<file path="config.mk">
export PLATFORM = sky130hd
export DESIGN_NAME = buf_sched
export DESIGN_NICKNAME = d
export VERILOG_FILES = /design/src/rtl/buf_sched_pkg.sv /design/src/rtl/buf_sched_rr_arb2.sv /design/src/rtl/buf_sched.sv
export SDC_FILE = /design/constraint.sdc
export NUM_CORES = 1
export LEC_CHECK = 0
export ABC_AREA = 1
export CAP_MARGIN = 20
export CORE_MARGIN = 5
export CORE_UTILIZATION = 41
export DETAILED_ROUTE_END_ITERATION = 10
export GPL_TIMING_DRIVEN = 0
export PLACE_DENSITY = 0.81
export RECOVER_POWER = 25
export SYNTH_ARGS = -nofsm -noshare
export SYNTH_HDL_FRONTEND = slang
export SYNTH_SLANG_ARGS = --single-unit
</file>
<file path="constraint.sdc">
create_clock -name clk -period 2.6 [get_ports clk]
set_input_delay 0.52 -clock clk [delete_from_list [all_inputs] [get_ports clk]]
set_output_delay 0.52 -clock clk [all_outputs]
set_load 0.01 [all_outputs]
</file>
<file path="src/rtl/buf_sched_pkg.sv">
// rtl/buf_sched_pkg.sv - shared FSM encoding and default widths for the buffer scheduler
package buf_sched_pkg;

   localparam int CNT_W_DEF = 8;

   typedef enum logic [1:0] {
      ST_IDLE  = 2'd0,
      ST_CLEAR = 2'd1,
      ST_RUN   = 2'd2,
      ST_DONE  = 2'd3
   } state_t;

endpackage

</file>
<file path="src/rtl/buf_sched_rr_arb2.sv">
// rtl/buf_sched_rr_arb2.sv - two-way round-robin write arbiter with combinational grant
module rr_arb2 (
   input  logic       clk,
   input  logic       rst,
   input  logic [1:0] req,
   input  logic       able,
   output logic [1:0] gnt
);

   // pri names the requester favoured when both ask; it flips to the loser on each grant
   logic pri;

   always_comb begin
      gnt = 2'b00;
      if (able) begin
         if (req == 2'b11) gnt = pri ? 2'b10 : 2'b01;
         else              gnt = req;
      end
   end

   always_ff @(posedge clk or negedge rst) begin
      if (!rst)            pri <= 1'b0;
      else if (gnt != 2'b00) pri <= gnt[0];
   end

endmodule

</file>
<file path="src/rtl/buf_sched.sv">
// rtl/buf_sched.sv - pass scheduler issuing buffer write/read strobes for a configured beat count
module buf_sched
   import buf_sched_pkg::*;
#(
   parameter int CNT_W = CNT_W_DEF,
   parameter int N_REQ = 2
) (
   input  logic             clk,
   input  logic             rst,
   input  logic             start,
   input  logic             abort,
   input  logic [CNT_W-1:0] cfg_writes,
   input  logic [CNT_W-1:0] cfg_reads,
   input  logic [N_REQ-1:0] req,
   input  logic             able_write,
   input  logic             able_read,
   input  logic             cons_ready,
   output logic             rst_buf,
   output logic             write_en,
   output logic [N_REQ-1:0] gnt,
   output logic             read_en,
   output logic             busy,
   output logic             done,
   output logic [CNT_W-1:0] wr_cnt,
   output logic [CNT_W-1:0] rd_cnt
);

   state_t           state, state_nx;
   logic [CNT_W-1:0] cfg_w, cfg_r;
   logic [CNT_W-1:0] wr_nx, rd_nx;
   logic             in_run, wr_able, start_ok;

   assign in_run   = (state == ST_RUN);
   assign start_ok = (state == ST_IDLE) && start && !abort;

   // abort gates the strobes so nothing is issued in the abort cycle
   assign wr_able  = in_run && !abort && able_write && (wr_cnt < cfg_w);
   assign read_en  = in_run && !abort && able_read && cons_ready && (rd_cnt < cfg_r);

   rr_arb2 u_arb (
      .clk  (clk),
      .rst  (rst),
      .req  (req),
      .able (wr_able),
      .gnt  (gnt)
   );

   assign write_en = |gnt;
   assign wr_nx    = wr_cnt + CNT_W'(write_en);
   assign rd_nx    = rd_cnt + CNT_W'(read_en);

   assign rst_buf  = (state == ST_CLEAR);
   assign busy     = (state == ST_CLEAR) || in_run;
   assign done     = (state == ST_DONE);

   always_ff @(posedge clk or negedge rst) begin
      if (!rst) state <= ST_IDLE;
      else      state <= state_nx;
   end

   // completion looks at the counts including this cycle's beats so done follows the last beat directly
   always_comb begin
      state_nx = state;
      if (abort) begin
         state_nx = ST_IDLE;
      end else begin
         case (state)
            ST_IDLE:  if (start) state_nx = ST_CLEAR;
            ST_CLEAR: state_nx = ST_RUN;
            ST_RUN:   if ((wr_nx == cfg_w) && (rd_nx == cfg_r)) state_nx = ST_DONE;
            ST_DONE:  state_nx = ST_IDLE;
            default:  state_nx = ST_IDLE;
         endcase
      end
   end

   always_ff @(posedge clk or negedge rst) begin
      if (!rst) begin
         cfg_w  <= '0;
         cfg_r  <= '0;
         wr_cnt <= '0;
         rd_cnt <= '0;
      end else if (start_ok) begin
         cfg_w  <= cfg_writes;
         cfg_r  <= cfg_reads;
         wr_cnt <= '0;
         rd_cnt <= '0;
      end else begin
         wr_cnt <= wr_nx;
         rd_cnt <= rd_nx;
      end
   end

endmodule

</file>
==> results of run 1 <==
==> power by group through the flow <==
stage,registers [mW],clock network (mW),logic (mW)
2_1_floorplan,0.792,0,0.564
3_3_place_gp,0.801,0,0.818
3_5_place_dp,0.811,0,0.851
4_1_cts,0.803,0.600,0.898
5_1_grt,0.828,0.627,1.04
6_report,0.807,0.595,0.903
==> flip-flops by register name (all words and copies together) (netlist names) <==
signal,flops
state,2
rd_cnt,8
u_arb.pri,1
cfg_w,8
wr_cnt,8
cfg_r,8
==> worst min-delay path by stage <==
stage | startpoint | end | slack, ns
after floorplan | rst | cfg_r[0] | 0.22
after global placement | u_arb.pri | u_arb.pri | 0.45
after detailed placement | u_arb.pri | u_arb.pri | 0.47
after CTS | rst | cfg_w[4] | 0.33
after global routing | u_arb.pri | u_arb.pri | 0.52
final | u_arb.pri | u_arb.pri | 0.49
==> layout make-up <==
| cell class | instances | area [µm²] |
|---|---|---|
| well taps | 72 | 90.09 |
| inverters | 51 | 192.7 |
| repair buffers | 58 | 536.8 |
| multi-input cells | 225 | 1336 |
| fillers | 485 | 2243 |
| clock inverters | 3 | 67.56 |
| clock buffers | 5 | 68.82 |
| flip-flops and latches | 35 | 884.6 |
| plain buffers | 5 | 18.77 |
==> placed cells by master (no fill, tap or decap) <==
cell | synthesis | layout
xor2_1 | 4 | 4
clkinv_2 | 0 | 1
bufinv_16 | 0 | 2
dfrtp_2 | 0 | 7
clkinvlp_4 | 0 | 1
buf_1 | 1 | 1
a21oi_1 | 14 | 13
o21ai_1 | 1 | 2
clkdlybuf4s50_1 | 0 | 41
ha_4 | 0 | 9
nand3_2 | 1 | 2
xnor2_1 | 1 | 1
buf_4 | 0 | 11
ha_1 | 22 | 13
clkbuf_8 | 0 | 5
nor2_1 | 24 | 23
nand4_1 | 7 | 7
dlygate4sd2_1 | 0 | 4
clkbuf_2 | 0 | 1
inv_1 | 48 | 42
nand2_1 | 91 | 87
a21oi_2 | 0 | 1
clkbuf_1 | 4 | 5
inv_2 | 2 | 8
nor3_4 | 0 | 1
o21a_1 | 1 | 1
nor2_2 | 3 | 4
dfrtp_1 | 35 | 28
nand2_2 | 4 | 8
nand3_1 | 32 | 31
o21ai_0 | 19 | 18
==> worst min-delay path, cell delays in order, from the launching register on <==
cell     delay [ns]
dfrtp_1        0.36
nand2_1        0.05
nand2_1        0.05
==> cells in the mapped netlist <==
| cell type | n |
|---|---|
| o21a_1 | 1 |
| nor2_1 | 24 |
| a21oi_1 | 14 |
| o21ai_1 | 1 |
| nor3_1 | 1 |
| inv_1 | 48 |
| xor2_1 | 4 |
| ha_1 | 22 |
| nand4_1 | 7 |
| nand3_2 | 1 |
| clkinv_1 | 1 |
| nand2_1 | 91 |
| inv_2 | 2 |
| nand3_1 | 32 |
| nor2_2 | 3 |
| o21ai_0 | 19 |
| xnor2_1 | 1 |
| nand2_2 | 4 |
| buf_1 | 1 |
| clkbuf_1 | 4 |
| dfrtp_1 | 35 |
==> per-stage QoR <==
stage                     total power [mW]  cells  cell area [µm²]
after global placement               1.619    435             2950
after global routing                 2.492    454             3196
after detailed placement             1.662    435             2945
after floorplan                      1.356    316             2390
after CTS                            2.302    452             3182
final                                2.306    454             3196
==> per-layer routing <==
layer / vias up / GRT usage / routed length, µm
met5: - / 0 / 0
met4: 0 / 0.05180 / 106
met3: 10 / 0.03729 / 280
met2: 61 / 0.3053 / 2957
met1: 1028 / 0.2035 / 2488
li1: 1140 / - / -
==> repair_timing <==
item	4_1_cts	5_1_grt
endpoints found under the hold margin	0	0
resized for setup	18	4
pin swaps	11	3
setup endpoints to repair	6	3
buffers inserted	9	2
==> cells by family (layout without fill, tap and decap cells) <==
logic type	count (synthesis)	after routing	share of synthesized area
AO/OA/AOI/OAI	35	35	0.07802
XOR/XNOR	5	5	0.01923
adder cells (fa/ha/maj)	22	22	0.1209
buffers and inverters	56	122	0.09230
flip-flops	35	35	0.3846
AND/OR/NAND/NOR	163	163	0.3049
==> impl_metrics.tcl, run 1 <==
set metrics [dict create \
    holdBufCountCts 0 \
    cts.clk_slew.worst_paths_ns 0.08 \
    clock.fmax_ghz 0.3630 \
    dp_hpwl_mm 4.417 \
    timing.reg2reg.worst_path_depth 24 \
    pwr-share-seq 0.350 \
    timing.setup.tns_ns -0.2977 \
    synth.largest_area_cell "dfrtp_1" \
    crit_arrival_ns 2.93 \
    drtPass1Iterations 4 \
    wirelength_mm 5.832 \
    timing.critical_path.from "cfg_r[1]" \
    reported_net_switching_power_mw 0.8293 \
    worst_path_fanout_max 4 \
    setup_slack_ns -0.1547 \
    cts_tree "done" \
    timing.reg2reg.setup_slack_ns -0.15 \
    die_w_um 84.53 \
    clockPowerShare 0.258 \
    timing.critical_path.slowest_cell_delay_ns 0.40 \
    io_buffers 47 \
    final_hold_viol_count 0 \
    floorplan.die_area_um2 7144 \
    cellPowerDensity_nw_per_um2 721.5 \
    yosysWarnings 0 \
    routed_via_density 4.932 \
    synth-seq-area-share 0.3846 \
    drtAntennaViolNets 0 \
    outcome "finished, violations left" \
    crit_chain "inv_2 -> ha_4 -> o21ai_0 -> nand2_1 -> nand3_1 -> a21oi_1 -> nor3_4 -> ha_4 -> ha_4 -> nand2_2 -> clkinv_2 -> nand2_1 -> nand2_1 -> nand2_1 -> nand2_1 -> nand2_1 -> nor2_1 -> nand2_1 -> nor2_1 -> nand2_1 -> nand2_2 -> nand2_2 -> nand2_1 -> nand2_1" \
    detail_route.drc_violations 0 \
    drtIter0Drc 143 \
    grt_pass1_wl_mm 9.908 \
    path_common_cell "nand2_1" \
    p_int_mw 1.476 \
    grt_start_max_net_pins 36 \
    clock-sinks 35 \
    worst-path-stages 24 \
    drt-wirelength-per-cell_um 12.85 \
    grt_antenna_before_repair 0 \
    rsz0062_at_grt "true" \
    std_cell_rows 27 \
    die_h_um 84.53 \
    htree_num_levels 2 \
    worstSetupEndpoint "state[1]" \
    critPathTopFamily "simple AND/OR/NAND/NOR gates" \
    critPathSlowestCell "dfrtp_1" \
    vdd_ir_drop_max_v 0.0003705 \
    mappedNetlistNets 363 \
    cts.path.max_buffers 2 \
    pwr-share-comb 0.392 \
    leakagePower_nw 1.530 \
    postSynthAreaPerCell_um2 7.206 \
    area_growth_syn_to_layout_pct 40.33 \
    min_period_ns 2.755 \
    fin_hold_ws_ns 0.4932 \
    worst_hold_path.num_cells 2 \
    route.vias.total 2239 \
    sw_frac_of_total 0.3597 \
    yosys_register_bits 35 \
    worstSetupPathType "flip-flop to flip-flop" \
    nNetsFinal 428 \
    gr-total-overflow 0 \
    antenna-diode-count 0 \
    worst_reg2reg_endpoint "state[1]" \
    first_global_vias 2226 \
    share_of_layout_cells_above_drive_strength_1 0.1597 \
    critical_path.reg2reg.startpoint "cfg_r[1]" \
    critPathBufInv 2 \
    timing.hold.worst.class "flip-flop to flip-flop" \
    worst_setup_path_start_kind "flip-flop" \
    postSynthCellCount 316 \
    clk-insertion-delay-late_ns 0.29 \
    endpoint_kind "flip-flop" \
    synth.top_cell.area_share 0.3846 \
    start_util 0.4187 \
    max_slew_margin -0.2691 \
    report.final.slew_viol_count 36 \
    cts_made_buffers 5 \
    boundaryPins 48 \
    worst_pin_slew_ns 1.904 \
    syn-cell-area_um2 2277 \
    dp_slack_ns -0.7225 \
    setup_viol 2 \
    finClkSkew_ns 0.01178 \
    max-cap-violations 1 \
    gpl.final_weighted_congestion 0.8956 \
    failed_checks "max-capacitance violations, max-slew violations, negative setup slack" \
    cts.root.buffer_cell "clkbuf_8" \
    groute.usage.overall 0.1707 \
    postLayoutCoreUtil 0.5875 \
    post_synth_main_area_contributors "dfrtp_1 (38%), nand2_1 (15%), ha_1 (12%), inv_1 (7.9%), nand3_1 (7.0%)" \
    required_ns 2.78 \
    post_synth_num_cell_types 21 \
    period_share 1.059 \
    core-area_um2 5439 \
]
No activity file was read; power rests on OpenSTA's default activity.
==> run 2: changes to the inputs <==
--- a/config.mk
+++ b/config.mk
@@ -7,6 +7,7 @@
 export LEC_CHECK = 0
 export ABC_AREA = 1
 export CAP_MARGIN = 20
+export CORE_ASPECT_RATIO = 0.75
 export CORE_MARGIN = 5
 export CORE_UTILIZATION = 41
 export DETAILED_ROUTE_END_ITERATION = 10
==> constraint.sdc (replaced) <==
create_clock -name clk -period 2.6 [get_ports clk]
set_input_delay 0.39 -clock clk [delete_from_list [all_inputs] [get_ports clk]]
set_output_delay 0.39 -clock clk [all_outputs]
set_load 0.01 [all_outputs]
==> run 2 against run 1 <==
Against the previous run:
- the flow still finishes with violations (max-capacitance violations, max-slew violations, negative setup slack)
- clock-buffer cell count rose by 1
- sequential power grew 0.6%
- die area is 0.22% higher
==> impl_metrics.tcl, run 2 (synthesized netlist as in run 1, its figures left out) <==
set metrics [dict create \
    outcome "finished, violations left" \
    failed_checks "max-capacitance violations, max-slew violations, negative setup slack" \
    die_w_um 96.06 \
    drt-wirelength-per-cell_um 14.53 \
    start_util 0.4254 \
    max_slew_margin -0.2771 \
    clock-sinks 35 \
    worst_hold_startpoint "abort" \
    worst_reg2reg_endpoint "state[1]" \
    wirelength_mm 6.974 \
    timing.reg2reg.worst_path_depth 21 \
    grt_pass1_wl_mm 10.36 \
    boundaryPins 48 \
    crit_arrival_ns 3.16 \
    fillCellCount 444 \
    drtIter0Drc 232 \
    multi_input_area_um2 1470 \
    layout.cells.most_common_list "nand2_1 (74), clkdlybuf4s50_1 (41), inv_1 (40)" \
    holdBufCountCts 0 \
    worst_path_fanout_max 3 \
    hold_path_end "state[0]" \
    worst_setup_path_start_kind "flip-flop" \
    required_ns 2.79 \
    gr-total-overflow 0 \
    gpl.final_weighted_congestion 0.8442 \
    report.final.slew_viol_count 36 \
    cts.root.buffer_cell "clkbuf_8" \
    floorplan.die_area_um2 7160 \
    layout_commonest_cell "nand2_1" \
    grt_start_max_net_pins 36 \
    nNetsFinal 451 \
    worst_hold_path.num_cells 4 \
    cts_tree "done" \
    drtPass1Iterations 4 \
    worst_pin_slew_ns 1.916 \
    std_cell_rows 23 \
    routed_via_density 5.021 \
    detail_route.drc_violations 0 \
    p_int_mw 1.463 \
    endpoint_kind "flip-flop" \
    cts.clk_slew.worst_paths_ns 0.08 \
    sw_frac_of_total 0.3818 \
    clockPowerShare 0.223 \
    pwr-share-comb 0.434 \
    pwr-share-seq 0.343 \
    final-instance-count-excl-fill 480 \
    cts_made_buffers 5 \
    share_of_layout_cells_above_drive_strength_1 0.2815 \
    route.vias.total 2410 \
    cts.path.max_buffers 2 \
    setup_slack_ns -0.3651 \
    grt_antenna_before_repair 0 \
    clk-insertion-delay-late_ns 0.30 \
    htree_num_levels 2 \
    max-cap-violations 1 \
    first_global_vias 2259 \
    period_share 1.140 \
    final_hold_viol_count 0 \
    finClkSkew_ns 0.01057 \
    antenna-diode-count 0 \
    cellPowerDensity_nw_per_um2 673.5 \
    area_growth_syn_to_layout_pct 54.34 \
    core-area_um2 5353 \
    dp.cells 438 \
    setup_viol 2 \
    worstSetupPathType "flip-flop to flip-flop" \
    reported_net_switching_power_mw 0.9037 \
    die_h_um 74.54 \
    leakagePower_nw 1.719 \
    vdd_ir_drop_max_v 0.0005387 \
    min_period_ns 2.965 \
    fin_hold_ws_ns 0.4461 \
    io_buffers 47 \
    critical_path.reg2reg.startpoint "wr_cnt[1]" \
    area.sequential_um2 888.4 \
    timing.reg2reg.setup_slack_ns -0.37 \
    timing.hold.worst.class "input pin to flip-flop" \
    timing.critical_path.from "wr_cnt[1]" \
    dp_hpwl_mm 4.331 \
    clock.fmax_ghz 0.3373 \
    groute.usage.overall 0.1885 \
    rsz0062_at_grt "true" \
    drtAntennaViolNets 0 \
]
==> run 2: area by class of cell <==
class | count | share of cell area
plain buffers | 5 | 0.005340
inverters | 51 | 0.05554
clock buffers | 6 | 0.02350
flip-flops and latches | 35 | 0.2528
well taps | 75 | 0.02670
clock inverters | 2 | 0.009968
multi-input cells | 225 | 0.4183
repair buffers | 81 | 0.2079
==> run 2: stage by stage <==
step,TNS [ns],instance area (µm²),utilization,total power [mW],worst slack [ns]
finish,-0.7278,3515,0.6566,2.367,-0.3651
global route,-1.235,3515,0.6566,2.520,-0.6168
CTS,-0.4538,3292,0.6150,2.235,-0.1543
detailed placement,-1.107,2949,0.5510,1.649,-0.5399
global placement,-1.009,2954,0.5519,1.623,-0.5001
floorplan,0,2390,-,1.356,0.007929
==> run 2: worst max path at each step <==
stage,to,slack (ns),cells past startpoint
after detailed placement,state[0],-0.54,23
after global placement,state[1],-0.50,23
after CTS,state[0],-0.15,21
after floorplan,state[0],0.008,21
after global routing,state[1],-0.62,24
final,state[1],-0.37,21
==> run 2: timing repair <==
| item | 4_1_cts | 5_1_grt |
|---|---|---|
| setup endpoints to repair | 5 | 5 |
| pin swaps | 13 | 30 |
| buffers inserted | 23 | 18 |
| resized for setup | 23 | 41 |
==> run 2: worst max-delay path: stages (launching register included) <==
cell,delay (ns)
dfrtp_2,0.44
ha_4,0.26
o21ai_1,0.05
nand2_1,0.08
nand3_2,0.07
nand2_2,0.08
nand4_1,0.11
nand4_1,0.16
nand2_2,0.11
ha_4,0.19
ha_4,0.24
xor2_1,0.13
nor2_1,0.11
nand3_1,0.09
nor2_1,0.12
nand2_1,0.08
nor2_1,0.12
nand2_1,0.11
nand2_2,0.12
nand2_2,0.07
nand2_2,0.06
nand2_2,0.04
==> run 2: layer usage <==
| metal | part of all wire | vias up | wire length [µm] | global-route usage |
|---|---|---|---|---|
| li1 | - | 1180 | - | - |
| met1 | 0.42 | 1154 | 2963 | 0.2480 |
| met2 | 0.51 | 67 | 3581 | 0.3091 |
| met3 | 0.047 | 9 | 328 | 0.04044 |
| met4 | 0.014 | 0 | 100 | 0.06467 |
| met5 | 0 | - | 0 | 0 |
==> run 2: power groups by stage <==
| stage | logic [mW] | registers [mW] | clock network, mW |
|---|---|---|---|
| after floorplan | 0.564 | 0.792 | 0 |
| after global placement | 0.817 | 0.806 | 0 |
| after detailed placement | 0.837 | 0.812 | 0 |
| after CTS | 0.906 | 0.802 | 0.527 |
| after global routing | 1.14 | 0.826 | 0.553 |
| final | 1.03 | 0.812 | 0.528 |
==> run 3: changes to the inputs <==
--- a/config.mk
+++ b/config.mk
@@ -16,4 +16,5 @@
 export RECOVER_POWER = 25
 export SYNTH_ARGS = -nofsm -noshare
 export SYNTH_HDL_FRONTEND = slang
+export SYNTH_HIERARCHICAL = 1
 export SYNTH_SLANG_ARGS = --single-unit
==> run 3 against run 2 <==
Against the previous run:
- the run still ends with max-capacitance violations, max-slew violations, negative setup slack left
- cell area fell by 11%
- combinational power down 9.6%
- sequential share of layout area is 3.0 points higher
- highest routed layer unchanged
- cell count decreased by 6.7%
- non-clock buffer count shrank 24
- critical path type unchanged
- wire length shrank 11%
- critical endpoint unchanged
==> impl_metrics.tcl, run 3 <==
set metrics [dict create \
    layout_commonest_cell "nand2_1" \
    synth.largest_area_cell "dfrtp_1" \
    crit_arrival_ns 3.33 \
    final_hold_viol_count 0 \
    synthMostInstantiatedCell "nand2_1" \
    first_global_vias 2174 \
    nNetsFinal 420 \
    max_slew_margin -0.2756 \
    core-area_um2 5381 \
    timing.critical_path.slowest_cell_delay_ns 0.43 \
    gr-total-overflow 0 \
    detail_route.drc_violations 0 \
    synth-seq-area-share 0.3829 \
    clock-sinks 35 \
    route.vias.total 2225 \
    worst_setup_path_start_kind "flip-flop" \
    wirelength_mm 6.239 \
    std_cell_rows 23 \
    worst_pin_slew_ns 1.913 \
    cts_made_buffers 5 \
    grt_start_max_net_pins 36 \
    dp.cells 431 \
    ys_async_sr_fraction 1.000 \
    clock.fmax_ghz 0.3183 \
    worst_path_fanout_max 3 \
    die_h_um 74.69 \
    timing.hold.worst.class "flip-flop to flip-flop" \
    syn-cell-area_um2 2287 \
    setup_viol 3 \
    cellPowerDensity_nw_per_um2 688.6 \
    synth-edff-count 0 \
    drtIter0Drc 95 \
    gpl.final_weighted_congestion 0.8205 \
    groute.usage.overall 0.1853 \
    cts.path.max_buffers 2 \
    routed_via_density 4.967 \
    yosys-top-cells-count "nand2_1 (89), inv_1 (46), dfrtp_1 (35)" \
    start_util 0.4250 \
    post_synth_main_area_contributors "dfrtp_1 (38%), nand2_1 (15%), ha_1 (12%), inv_1 (7.5%), nand3_1 (5.9%)" \
    max-cap-violations 1 \
    mappedNetlistNets 356 \
    p_total_mw 2.146 \
    report.final.slew_viol_count 36 \
    holdBufCountCts 0 \
    rsz0062_at_grt "true" \
    min_period_ns 3.141 \
    grt_pass1_wl_mm 10.07 \
    finClkSkew_ns 0.007086 \
    critPathSlowestCell "dfrtp_2" \
    boundaryPins 48 \
    io_buffers 47 \
    dp_slack_ns -0.6896 \
    postSynthAreaPerCell_um2 7.402 \
    drtPass1Iterations 4 \
    critPathBufInv 3 \
    htree_num_levels 2 \
    required_ns 2.79 \
    dp_hpwl_mm 4.641 \
    drtAntennaViolNets 0 \
    drt-wirelength-per-cell_um 13.93 \
    antenna-diode-count 0 \
    cts.clk_slew.worst_paths_ns 0.07 \
    share_of_layout_cells_above_drive_strength_1 0.1823 \
    leakagePower_nw 1.492 \
    outcome "finished, violations left" \
    floorplan.die_area_um2 7188 \
    setup_slack_ns -0.5414 \
    final-instance-count-excl-fill 448 \
    post_synth_num_cell_types 24 \
    layout.cells.most_common_list "nand2_1 (79), clkdlybuf4s50_1 (43), inv_1 (42)" \
    cts_tree "done" \
    clk-insertion-delay-late_ns 0.30 \
    yosys_register_bits 35 \
    failed_checks "max-capacitance violations, max-slew violations, negative setup slack" \
    path_common_cell "nand2_1" \
    critPathTopFamily "simple AND/OR/NAND/NOR gates" \
    area_growth_syn_to_layout_pct 36.27 \
    yosysWarnings 6 \
    postSynthCellCount 309 \
    synth.top_cell.area_share 0.3829 \
    vdd_ir_drop_max_v 0.0003652 \
    period_share 1.208 \
    worstSetupPathType "flip-flop to flip-flop" \
    grt_antenna_before_repair 0 \
    die_w_um 96.25 \
    ys_dominant_reg_cell "dfrtp_1" \
    endpoint_kind "flip-flop" \
    cts.root.buffer_cell "clkbuf_8" \
]
==> run 3: path summary, 6_finish.rpt <==
kind / start / endpoint / slack (ns) / depth (start not counted)
max: wr_cnt[1] / state[1] / -0.54 / 25
min: u_arb/pri / u_arb/pri / 0.52 / 2
max reg2reg: wr_cnt[1] / state[1] / -0.54 / 25
min reg2reg: u_arb/pri / u_arb/pri / 0.52 / 2
max in group asynchronous: rst / wr_cnt[1] / 0.73 / 1
min in group asynchronous: rst / wr_cnt[7] / 0.61 / 1
==> run 3: power by group <==
group	switching [mW]	internal (mW)
combinational	0.537	0.395
clock	0.211	0.208
sequential	0.101	0.696
total	0.848	1.30
==> run 3: per-layer routing <==
layer / track usage / wire [µm]
met1: 0.2462 / 2786
met3: 0.04296 / 335
met4: 0.05836 / 122
met5: 0 / 0
met2: 0.3022 / 2995
==> run 3: final cells by class <==
cell class / count / area, µm²
plain buffers: 5 / 18.77
fillers: 507 / 2265
flip-flops and latches: 35 / 880.8
repair buffers: 57 / 538.0
clock inverters: 1 / 5.005
clock buffers: 6 / 82.58
inverters: 47 / 176.4
well taps: 75 / 93.84
multi-input cells: 222 / 1321
==> run 3: what timing repair did <==
| item | CTS | global route |
|---|---|---|
| endpoints found under the setup margin | 6 | 9 |
| pin swaps | 2 | 6 |
| buffers inserted | 5 | 5 |
| gates resized for setup | 7 | 19 |
| hold endpoints to repair | 0 | 0 |
==> run 3: cells by family after synthesis <==
| logic type | after synthesis | share of synthesized area |
|---|---|---|
| AO/OA/AOI/OAI | 39 | 0.08917 |
| XOR/XNOR | 2 | 0.007660 |
| adder cells (fa/ha/maj) | 22 | 0.1203 |
| buffers and inverters | 52 | 0.08534 |
| flip-flops | 35 | 0.3829 |
| AND/OR/NAND/NOR | 159 | 0.3146 |
==> run 3: through the flow <==
step           hold WS (ns)    util  instance area, µm²  TNS (ns)
6_report             0.5232  0.5792                3117    -1.125
5_1_grt              0.5539  0.5792                3117    -1.876
4_1_cts              0.2095  0.5641                3035    -1.100
3_5_place_dp         0.4949  0.5399                2905    -1.650
3_3_place_gp         0.4911  0.5408                2910    -1.343
2_1_floorplan       0.09441       -                2346   -0.5747
==> run 3: worst reg2reg max path: stages, from the launching register on <==
cell	delay, ns
dfrtp_2	0.43
ha_4	0.26
o21a_1	0.12
o211ai_1	0.11
a21oi_2	0.15
nor3_2	0.06
nand2_1	0.07
inv_1	0.04
nand2_2	0.07
inv_2	0.04
or2_4	0.25
ha_4	0.17
ha_4	0.27
inv_2	0.04
nand2_1	0.06
nand2_2	0.04
nor2_1	0.08
nand2_1	0.06
nor2_1	0.10
nand4_1	0.13
nor2_2	0.12
nand3_2	0.09
nand2_2	0.11
nand2_2	0.07
nand2_1	0.06
nand2_1	0.06
